**config.mk**
```make
export PLATFORM = sky130hd
export DESIGN_NAME = udatapath_pipe
export DESIGN_NICKNAME = d
export VERILOG_FILES = /design/src/rtl/udatapath_pipe.sv
export SDC_FILE = /design/constraint.sdc
export NUM_CORES = 1
export LEC_CHECK = 0
export ABC_AREA = 0
export BUFFER_PORTS_ARGS = -buffer_cell sky130_fd_sc_hd__buf_2
export CORE_UTILIZATION = 62
export DETAILED_ROUTE_END_ITERATION = 10
export GPL_TIMING_DRIVEN = 0
export PLACE_DENSITY = 0.82
export SLEW_MARGIN = 20
export SYNTH_ARGS = -nofsm -noshare
export SYNTH_HDL_FRONTEND = slang
export SYNTH_SLANG_ARGS = --single-unit
```
**constraint.sdc**
```tcl
create_clock -name uDATAPATH_CLOCK_50 -period 4.55 [get_ports uDATAPATH_CLOCK_50]
set_input_delay 0.455 -clock uDATAPATH_CLOCK_50 [delete_from_list [all_inputs] [get_ports uDATAPATH_CLOCK_50]]
set_output_delay 0.455 -clock uDATAPATH_CLOCK_50 [all_outputs]
set_load 0.03 [all_outputs]
```
**src/rtl/udatapath_pipe.sv**
```systemverilog
// Two-stage micro-datapath: EX (operand mux, ALU, shifter) -> WB (register write).
// Define UDATAPATH_PIPE_FWD_EN to bypass the pending WB result instead of interlocking.
module udatapath_pipe #(
  parameter int                         DATAWIDTH_BUS = 8,
  parameter int                         NUM_REGS      = 4,
  parameter int                         SEL_W         = 3,
  parameter logic [DATAWIDTH_BUS-1:0]   DATA_FIXED_0  = DATAWIDTH_BUS'(8'h09),
  parameter logic [DATAWIDTH_BUS-1:0]   DATA_FIXED_1  = DATAWIDTH_BUS'(8'h0F),
  parameter int                         OUT_REG       = 3
) (
  input  logic                     uDATAPATH_CLOCK_50,
  input  logic                     uDATAPATH_RESET_InHigh,
  input  logic                     uDATAPATH_issue_valid_In,
  output logic                     uDATAPATH_issue_ready_Out,
  input  logic [SEL_W-1:0]         uDATAPATH_srcA_InBUS,
  input  logic [SEL_W-1:0]         uDATAPATH_srcB_InBUS,
  input  logic [SEL_W-1:0]         uDATAPATH_dst_InBUS,
  input  logic [3:0]               uDATAPATH_aluop_InBUS,
  input  logic [1:0]               uDATAPATH_shiftop_InBUS,
  input  logic [DATAWIDTH_BUS-1:0] uDATAPATH_ext_InBUS,
  output logic [DATAWIDTH_BUS-1:0] uDATAPATH_data_OutBUS,
  output logic                     uDATAPATH_wb_valid_Out,
  output logic                     uDATAPATH_overflow_OutLow,
  output logic                     uDATAPATH_carry_OutLow,
  output logic                     uDATAPATH_negative_OutLow,
  output logic                     uDATAPATH_zero_OutLow
);

  localparam int W      = DATAWIDTH_BUS;
  localparam int REG_AW = $clog2(NUM_REGS);

  localparam logic [SEL_W-1:0]  SEL_NREG = SEL_W'(NUM_REGS);
  localparam logic [SEL_W-1:0]  SEL_FIX0 = SEL_W'(NUM_REGS);
  localparam logic [SEL_W-1:0]  SEL_FIX1 = SEL_W'(NUM_REGS + 1);
  localparam logic [SEL_W-1:0]  SEL_EXT  = SEL_W'(NUM_REGS + 2);
  localparam logic [REG_AW-1:0] OUT_IDX  = REG_AW'(OUT_REG);

  localparam logic [W-1:0] ONE   = {{(W-1){1'b0}}, 1'b1};
  localparam logic [W:0]   ONE_X = {{W{1'b0}}, 1'b1};

  localparam logic [3:0] ALU_A   = 4'd0;
  localparam logic [3:0] ALU_B   = 4'd1;
  localparam logic [3:0] ALU_ADD = 4'd2;
  localparam logic [3:0] ALU_SUB = 4'd3;
  localparam logic [3:0] ALU_AND = 4'd4;
  localparam logic [3:0] ALU_OR  = 4'd5;
  localparam logic [3:0] ALU_XOR = 4'd6;
  localparam logic [3:0] ALU_NOT = 4'd7;
  localparam logic [3:0] ALU_INC = 4'd8;
  localparam logic [3:0] ALU_DEC = 4'd9;
  localparam logic [3:0] ALU_ADC = 4'd10;

  logic clk, rst;
  assign clk = uDATAPATH_CLOCK_50;
  assign rst = uDATAPATH_RESET_InHigh;

  logic [W-1:0]      regs_q [NUM_REGS];
  logic [W-1:0]      regs_d [NUM_REGS];
  logic [W-1:0]      ext_q, ext_d;
  logic [W-1:0]      result_q, result_d;
  logic [SEL_W-1:0]  dst_q, dst_d;
  logic              valid_q, valid_d;
  logic              ovf_q, ovf_d, cry_q, cry_d, neg_q, neg_d, zro_q, zro_d;

  logic              pend_wr, haz_a, haz_b, accept;
  logic [W-1:0]      opa, opb, alu_res, shifted;
  logic [W:0]        wide;
  logic              alu_c, alu_v;

  function automatic logic is_gpr(input logic [SEL_W-1:0] sel);
    return sel < SEL_NREG;
  endfunction

  function automatic logic [W-1:0] read_sel(input logic [SEL_W-1:0] sel);
    if (is_gpr(sel))          return regs_q[sel[REG_AW-1:0]];
    else if (sel == SEL_FIX0) return DATA_FIXED_0;
    else if (sel == SEL_FIX1) return DATA_FIXED_1;
    else if (sel == SEL_EXT)  return ext_q;
    else                      return '0;
  endfunction

  function automatic logic add_ovf(input logic [W-1:0] a, b, r);
    return (a[W-1] == b[W-1]) && (r[W-1] != a[W-1]);
  endfunction

  function automatic logic sub_ovf(input logic [W-1:0] a, b, r);
    return (a[W-1] != b[W-1]) && (r[W-1] != a[W-1]);
  endfunction

  // A pending WB that targets a general register this op reads is a hazard.
  assign pend_wr = valid_q && is_gpr(dst_q);
  assign haz_a   = pend_wr && (uDATAPATH_srcA_InBUS == dst_q);
  assign haz_b   = pend_wr && (uDATAPATH_srcB_InBUS == dst_q);

`ifdef UDATAPATH_PIPE_FWD_EN
  assign uDATAPATH_issue_ready_Out = 1'b1;
  assign opa = haz_a ? result_q : read_sel(uDATAPATH_srcA_InBUS);
  assign opb = haz_b ? result_q : read_sel(uDATAPATH_srcB_InBUS);
`else
  assign uDATAPATH_issue_ready_Out = !(uDATAPATH_issue_valid_In && (haz_a || haz_b));
  assign opa = read_sel(uDATAPATH_srcA_InBUS);
  assign opb = read_sel(uDATAPATH_srcB_InBUS);
`endif

  assign accept = uDATAPATH_issue_valid_In && uDATAPATH_issue_ready_Out;

  // NOTE: every output of a combinational block gets a default first so no latch is inferred.
  always_comb begin
    wide    = '0;
    alu_res = '0;
    alu_c   = 1'b0;
    alu_v   = 1'b0;
    case (uDATAPATH_aluop_InBUS)
      ALU_A:   alu_res = opa;
      ALU_B:   alu_res = opb;
      ALU_ADD: begin
        wide    = {1'b0, opa} + {1'b0, opb};
        alu_res = wide[W-1:0];
        alu_c   = wide[W];
        alu_v   = add_ovf(opa, opb, alu_res);
      end
      ALU_SUB: begin
        wide    = {1'b0, opa} - {1'b0, opb};
        alu_res = wide[W-1:0];
        alu_c   = ~wide[W];
        alu_v   = sub_ovf(opa, opb, alu_res);
      end
      ALU_AND: alu_res = opa & opb;
      ALU_OR:  alu_res = opa | opb;
      ALU_XOR: alu_res = opa ^ opb;
      ALU_NOT: alu_res = ~opa;
      ALU_INC: begin
        wide    = {1'b0, opa} + ONE_X;
        alu_res = wide[W-1:0];
        alu_c   = wide[W];
        alu_v   = add_ovf(opa, ONE, alu_res);
      end
      ALU_DEC: begin
        wide    = {1'b0, opa} - ONE_X;
        alu_res = wide[W-1:0];
        alu_c   = ~wide[W];
        alu_v   = sub_ovf(opa, ONE, alu_res);
      end
      ALU_ADC: begin
        wide    = {1'b0, opa} + {1'b0, opb} + ONE_X;
        alu_res = wide[W-1:0];
        alu_c   = wide[W];
        alu_v   = add_ovf(opa, opb, alu_res);
      end
      default: alu_res = '0;
    endcase
  end

  always_comb begin
    case (uDATAPATH_shiftop_InBUS)
      2'b01:   shifted = {alu_res[W-2:0], 1'b0};
      2'b10:   shifted = {1'b0, alu_res[W-1:1]};
      2'b11:   shifted = {alu_res[W-1], alu_res[W-1:1]};
      default: shifted = alu_res;
    endcase
  end

  always_comb begin
    ext_d    = uDATAPATH_ext_InBUS;
    valid_d  = accept;
    result_d = accept ? shifted : result_q;
    dst_d    = accept ? uDATAPATH_dst_InBUS : dst_q;
    ovf_d    = accept ? alu_v : ovf_q;
    cry_d    = accept ? alu_c : cry_q;
    neg_d    = accept ? shifted[W-1] : neg_q;
    zro_d    = accept ? (shifted == '0) : zro_q;
    regs_d   = regs_q;
    if (pend_wr) regs_d[dst_q[REG_AW-1:0]] = result_q;
  end

  // NOTE: state uses non-blocking assignments so every flop samples pre-edge values.
  always_ff @(posedge clk or posedge rst) begin
    if (rst) begin
      // NOTE: the register file is architecturally visible after reset, so it is reset too.
      regs_q   <= '{default: '0};
      ext_q    <= '0;
      result_q <= '0;
      dst_q    <= '0;
      valid_q  <= 1'b0;
      ovf_q    <= 1'b0;
      cry_q    <= 1'b0;
      neg_q    <= 1'b0;
      zro_q    <= 1'b0;
    end else begin
      regs_q   <= regs_d;
      ext_q    <= ext_d;
      result_q <= result_d;
      dst_q    <= dst_d;
      valid_q  <= valid_d;
      ovf_q    <= ovf_d;
      cry_q    <= cry_d;
      neg_q    <= neg_d;
      zro_q    <= zro_d;
    end
  end

  assign uDATAPATH_data_OutBUS     = regs_q[OUT_IDX];
  assign uDATAPATH_wb_valid_Out    = valid_q;
  assign uDATAPATH_overflow_OutLow = ~ovf_q;
  assign uDATAPATH_carry_OutLow    = ~cry_q;
  assign uDATAPATH_negative_OutLow = ~neg_q;
  assign uDATAPATH_zero_OutLow     = ~zro_q;

endmodule
```
### After elaboration in Yosys (flattened, before gate mapping)

Cells that the tools add are included.

| cells by class | value |
|---|---|
| $add $sub $neg | 5 |
| order comparisons | 7 |
| equal/unequal tests | 28 |
| multiplexer cells | 21 |
| bitwise gates (word level) | 14 |
| reductions and logical operators | 15 |

Operators by type and width:

| operator | count |
|---|---|
| two-way mux 8 bit | 13 |
| case mux 8 bit (11 select lines) | 1 |
| binary-select mux 8 bit (select 2 bit) | 2 |
| bitwise mux 32 bit | 1 |
| case mux 8 bit (3 select lines) | 1 |
| equality test 3 bit (second input constant) | 6 |
| demux 8 bit (select 2 bit) | 1 |
| equality test 4 x 3 -> 1 bit (second input constant) | 4 |
| equality test 4 bit (second input constant) | 3 |
| logical AND 1 bit | 11 |
| case mux 1 bit (5 select lines) | 2 |
| adder 8 x 1 -> 9 bit (second input constant) | 1 |
| adder 8 x 8 -> 9 bit | 1 |
| adder 9 x 1 -> 9 bit (second input constant) | 1 |
| greater-or-equal comparator 3 bit (second input constant) | 3 |
| less-than comparator 3 bit (second input constant) | 3 |
| NOT 2 -> 3 bit | 3 |
| subtractor 8 x 1 -> 9 bit (second input constant) | 1 |
| subtractor 8 x 8 -> 9 bit | 1 |
| AND 8 bit | 1 |
| equality test 4 x 2 -> 1 bit (second input constant) | 2 |
| zero test 8 bit | 1 |
| NOT 8 bit | 1 |
| bitwise OR 8 bit | 1 |
| 12 further kinds | 25 |

| word-level totals | value |
|---|---|
| bits in registers | 56 |
| bits of input ports | 26 |
| output and inout bits | 14 |

### Logic depth before layout (Yosys ltp)

| depth | value |
|---|---|
| depth in word-level cells | 10 |
| depth in mapped cells | 17 |

### Worst setup path before layout

Ideal clock, no wire load.

| timing path | value |
|---|---|
| kind | input-to-reg |
| from | input port uDATAPATH_srcB_InBUS[0] |
| to | register zro_q |
| setup time | 0.104 ns |
| data arrival time | 4.075 ns |
| data required time | 4.446 ns |
| slack | 0.371 ns |
| stages | 15 |
| path buffers | 2 |
| cells stage by stage | buf_2 buf_2 mux4_2 o21ai_0 inv_1 ha_1 fa_1 a211oi_2 nor2_1 nor4_4 a21o_1 a21oi_1 nor4b_1 o211ai_1 o41ai_2 |

| on the way | value |
|---|---|
| word-level cells in the longest chain between the ends | 10 |
| elaborated cells between the ends (all ways) | 27 |
| classes of those cells | add/sub: 3; order compare: 1; eq/ne: 4; mux: 9; bitwise: 4; reduce/logical: 6 |

RTL lines:

| what | RTL line | source |
|---|---|---|
| start, declared | 16 | `input logic [SEL_W-1:0] uDATAPATH_srcB_InBUS,` |
| equality test 3 bit or NOT 2 -> 3 bit (tied branches) | 78, 75 |  |
| two-way mux 8 bit or binary-select mux 8 bit (select 2 bit) (tied branches) | 78, 75 |  |
| two-way mux 8 bit, on equally long branches | 77, 75 |  |
| two-way mux 8 bit, on equally long branches | 76, 75 |  |
| two-way mux 8 bit | 75 | `if (is_gpr(sel)) return regs_q[sel[REG_AW-1:0]];` |
| adder 8 x 8 -> 9 bit | 117, 145 |  |
| adder 9 x 1 -> 9 bit | 145 | `wide = {1'b0, opa} + {1'b0, opb} + ONE_X;` |
| case mux 8 bit (11 select lines) | 113 | `case (uDATAPATH_aluop_InBUS)` |
| case mux 8 bit (3 select lines) | 155 | `case (uDATAPATH_shiftop_InBUS)` |
| zero test 8 bit | 171 | `zro_d = accept ? (shifted == '0) : zro_q;` |
| end signal, assigned | 198 | `zro_q <= zro_d;` |
| end, declared | 63 | `logic ovf_q, ovf_d, cry_q, cry_d, neg_q, neg_d, zro_q, zro_d;` |

Parallel ways exist; a longest one is shown, timed or not. The select of a mux whose other input is x is not followed.
A chain may end at the register's enable or synchronous reset.

### Worst setup path after layout

Ends and elaborated chain as after synthesis.

==> impl_metrics.csv <==
group,metric,value,unit
sta,timing.fmax,224,MHz
sta,worst_pin_slew,1.01,ns
clock_network,clockRootBuffer,"clkbuf_8",
logic_synthesis,synth_compound_area_share,22.1,%
sta,final_max_slew_viol_count,0,
logic_synthesis,synth_top_family_by_area,"compound AO/OA/AOI/OAI gates",
clock_network,ctsHtreeMaxLevel,2,
sta,period_share,98.0,%
routing,routed_wirelength,16500,microns
clock_network,numCtsBuffers,5,
sta,slew_headroom,32.2,%
grt,grt_max_degree,37,
placement,pre_cts_ws,-0.790,ns
cells_and_area,ff_latch_area,1380,sq um
logic_synthesis,yosysUniqueCellTypes,87,
routing,ant_nets,0,
worst_setup_path,critPathRequiredTime,4.76,ns
clock_network,insertion_delay,0.32,ns
job,drv_cap,0,
cells_and_area,n_antenna_cell,0,
sta,final.setup.tns,0,ns
placement,dp_cells,745,
logic_synthesis,synthMuxAreaShare,14.8,%
logic_synthesis,ys.flop_type,"dfrtp_1",
logic_synthesis,syn_nets,660,
placement,io_buffers,35,
routing,drt-pass1-iter-count,8,
cells_and_area,finish.utilization,71.0,%
cells_and_area,multi_input_area,3690,sq um
logic_synthesis,synth_edf_count,0,
logic_synthesis,synthArstFlopShare,100,%
sta,rsz0062_at_grt,"no",
sta,finalCriticalPeriod,4.46,ns
worst_hold_path,hold_path.class,"in2async",
floorplan,die_w,95.1,microns
floorplan,core_area,8300,sq um
worst_setup_path,r2r_cells,13,
run_status,status,"finished, final reports clean",
power_and_ir_drop,power_density,486,nW/um^2
clock_network,clk_path_buf_depth,2,
logic_synthesis,seq_area_frac_synth,25.6,%
cells_and_area,area_growth,9.52,%
placement,globalplace.congestion,1.05,
sta,finalHoldViolations,0,
logic_synthesis,ys_ff_latch,55,
sta,setup_viol,0,
floorplan,die_height,95.1,microns
placement,hpwlAfterDp,12700,microns
power_and_ir_drop,p_leak,2.63,nW
logic_synthesis,ys_top_cells_by_area,"dfrtp_1, mux2_2, ha_1, mux2i_1, nand2_1",
clock_network,cts_tree,"done",
logic_synthesis,yosys-top-cells-count,"dfrtp_1, nand2_1, mux2_2",
grt,grt_pass1_vias,4748,
logic_synthesis,avgSynthCellArea,8.92,sq um
logic_synthesis,syn_area,5380,sq um
routing,drc,0,
routing,drt_iter0_markers,564,
cells_and_area,fin_area,5890,sq um
grt,grt_first_pass_wirelength,25500,microns
worst_setup_path,critPathCaptureType,"flip-flop",
grt,grt_usage,37.4,%
cells_and_area,fin_cells,754,
worst_setup_path,setup.worst_path.start_class,"primary input",
floorplan,start_util,64.8,%
logic_synthesis,yosys.area_share.adder,7.49,%
sta,worst_slack,0.0894,ns
logic_synthesis,synth_top_area_share,25.6,%
worst_setup_path,cp_max_fo,10,
routing,via_count,5179,
clock_network,cts_sinks,55,
logic_synthesis,yosys_warnings,0,
sta,fin_skew,0.0129,ns
routing,wl_per_cell,21.8,microns
logic_synthesis,synth-simple-area-share,19.8,%
floorplan,num_rows,33,
floorplan,io_pins,40,
routing,vias_per_cell,6.87,
floorplan,die_area,9050,sq um
grt,antenna_found_initial,0,
logic_synthesis,post-synth-top-count-cell,"dfrtp_1",
cells_and_area,drive_above_1_share,22.3,%
power_and_ir_drop,peakVddDrop,276,uV
worst_setup_path,crit_type,"in2reg",
cells_and_area,nets,705,
clock_network,clk_pin_slew,0.12,ns
placement,placed_area,5720,sq um
clock_network,hold_buffers,0,
logic_synthesis,synthCells,603,
logic_synthesis,synthXorXnorAreaFrac,3.26,%
logic_synthesis,synth.largest_area_cell,"dfrtp_1",
grt,gr-total-overflow,0,
worst_setup_path,cp.arrival,4.67,ns
cells_and_area,nFillCells,675,
## layer usage
layer,share of wire [%],global-route usage (%),vias up
met5,0,0,-
met4,1.3,8.33,0
met3,10,7.66,26
met2,45,57.0,320
met1,43,54.2,2510
li1,-,-,2323
## layout by cell type (no fill, tap or decap), drive strengths merged, types with 6 or more instances in the layout
master	instances
inv	38
clkbuf	23
nand2b	20
nand3b	7
xnor2	12
nand2	46
nor4	8
dfrtp	55
nor2b	12
a22oi	8
and2	7
nand3	10
mux2i	26
o22ai	6
ha	29
or3	6
mux2	39
o211ai	11
nor2	33
o21a	6
a21oi	23
nor3	11
xor2	8
o31ai	6
a211oi	8
o21ai	26
buf	62
## area by class of cell
class	instances	share of cell area [%]
buffer	41	4.06
clock buffer	5	1.17
clock inverter	3	0.467
inverter	36	2.29
multi-input combinational	470	62.7
sequential	55	23.4
tap	105	2.23
timing repair buffer	39	3.70
## worst paths after layout
check	start	to	slack (ns)
setup / recovery	uDATAPATH_srcB_InBUS[0]	zro_q	0.09
hold / removal	uDATAPATH_RESET_InHigh	result_q[0]	0.12
setup reg to reg	regs_q[10]	zro_q	0.20
hold reg to reg	ovf_q	ovf_q	0.50
max in group asynchronous	uDATAPATH_RESET_InHigh	regs_q[19]	3.88
min in group uDATAPATH_CLOCK_50	uDATAPATH_ext_InBUS[5]	ext_q[5]	0.23
## worst max-delay path, cell delays in order
cell,delay [ns]
buf_2,0.22
buf_2,0.33
mux4_2,0.37
o21ai_2,0.20
inv_1,0.09
ha_1,0.25
fa_1,0.48
xor2_1,0.29
and3_1,0.41
or4_1,0.17
nand4b_1,0.30
or3_1,0.45
o32a_1,0.35
o41ai_2,0.29
## kinds of logic after synthesis
| family | Yosys count |
|---|---|
| AND/OR/NAND/NOR | 190 |
| AO/OA/AOI/OAI | 160 |
| buffers and inverters | 78 |
| multiplexers | 69 |
| flip-flops | 55 |
| adder cells (fa/ha/maj) | 31 |
| XOR/XNOR | 20 |
## where the power goes
group / internal, mW / switching, mW / leakage (nW) / total (mW)
registers: 0.654 / 0.163 / 0.683 / 0.817
logic: 0.737 / 1.01 / 1.90 / 1.75
clock network: 0.115 / 0.182 / 0.0467 / 0.296
total: 1.51 / 1.36 / 2.63 / 2.86
## registers in the layout, indices dropped and copies added (netlist names)
name	cells
cry_q	1
dst_q	3
ext_q	8
ovf_q	1
regs_q	24
result_q	8
uDATAPATH_data_OutBUS	8
uDATAPATH_wb_valid_Out	1
zro_q	1
## through the flow
stage / hold WS [ns] / power [mW]
floorplan: 0.448 / 2.03
global route: 0.155 / 3.03
global placement: 0.467 / 2.40
detailed placement: 0.477 / 2.46
CTS: 0.131 / 2.79
finish: 0.116 / 2.86
## timing repair
item                                    4_1_cts  5_1_grt
pin swaps                                     1        0
resized for setup                             3       11
buffers inserted                              2        0
endpoints found under the setup margin        4        6
No activity file was read; power rests on OpenSTA's default activity.
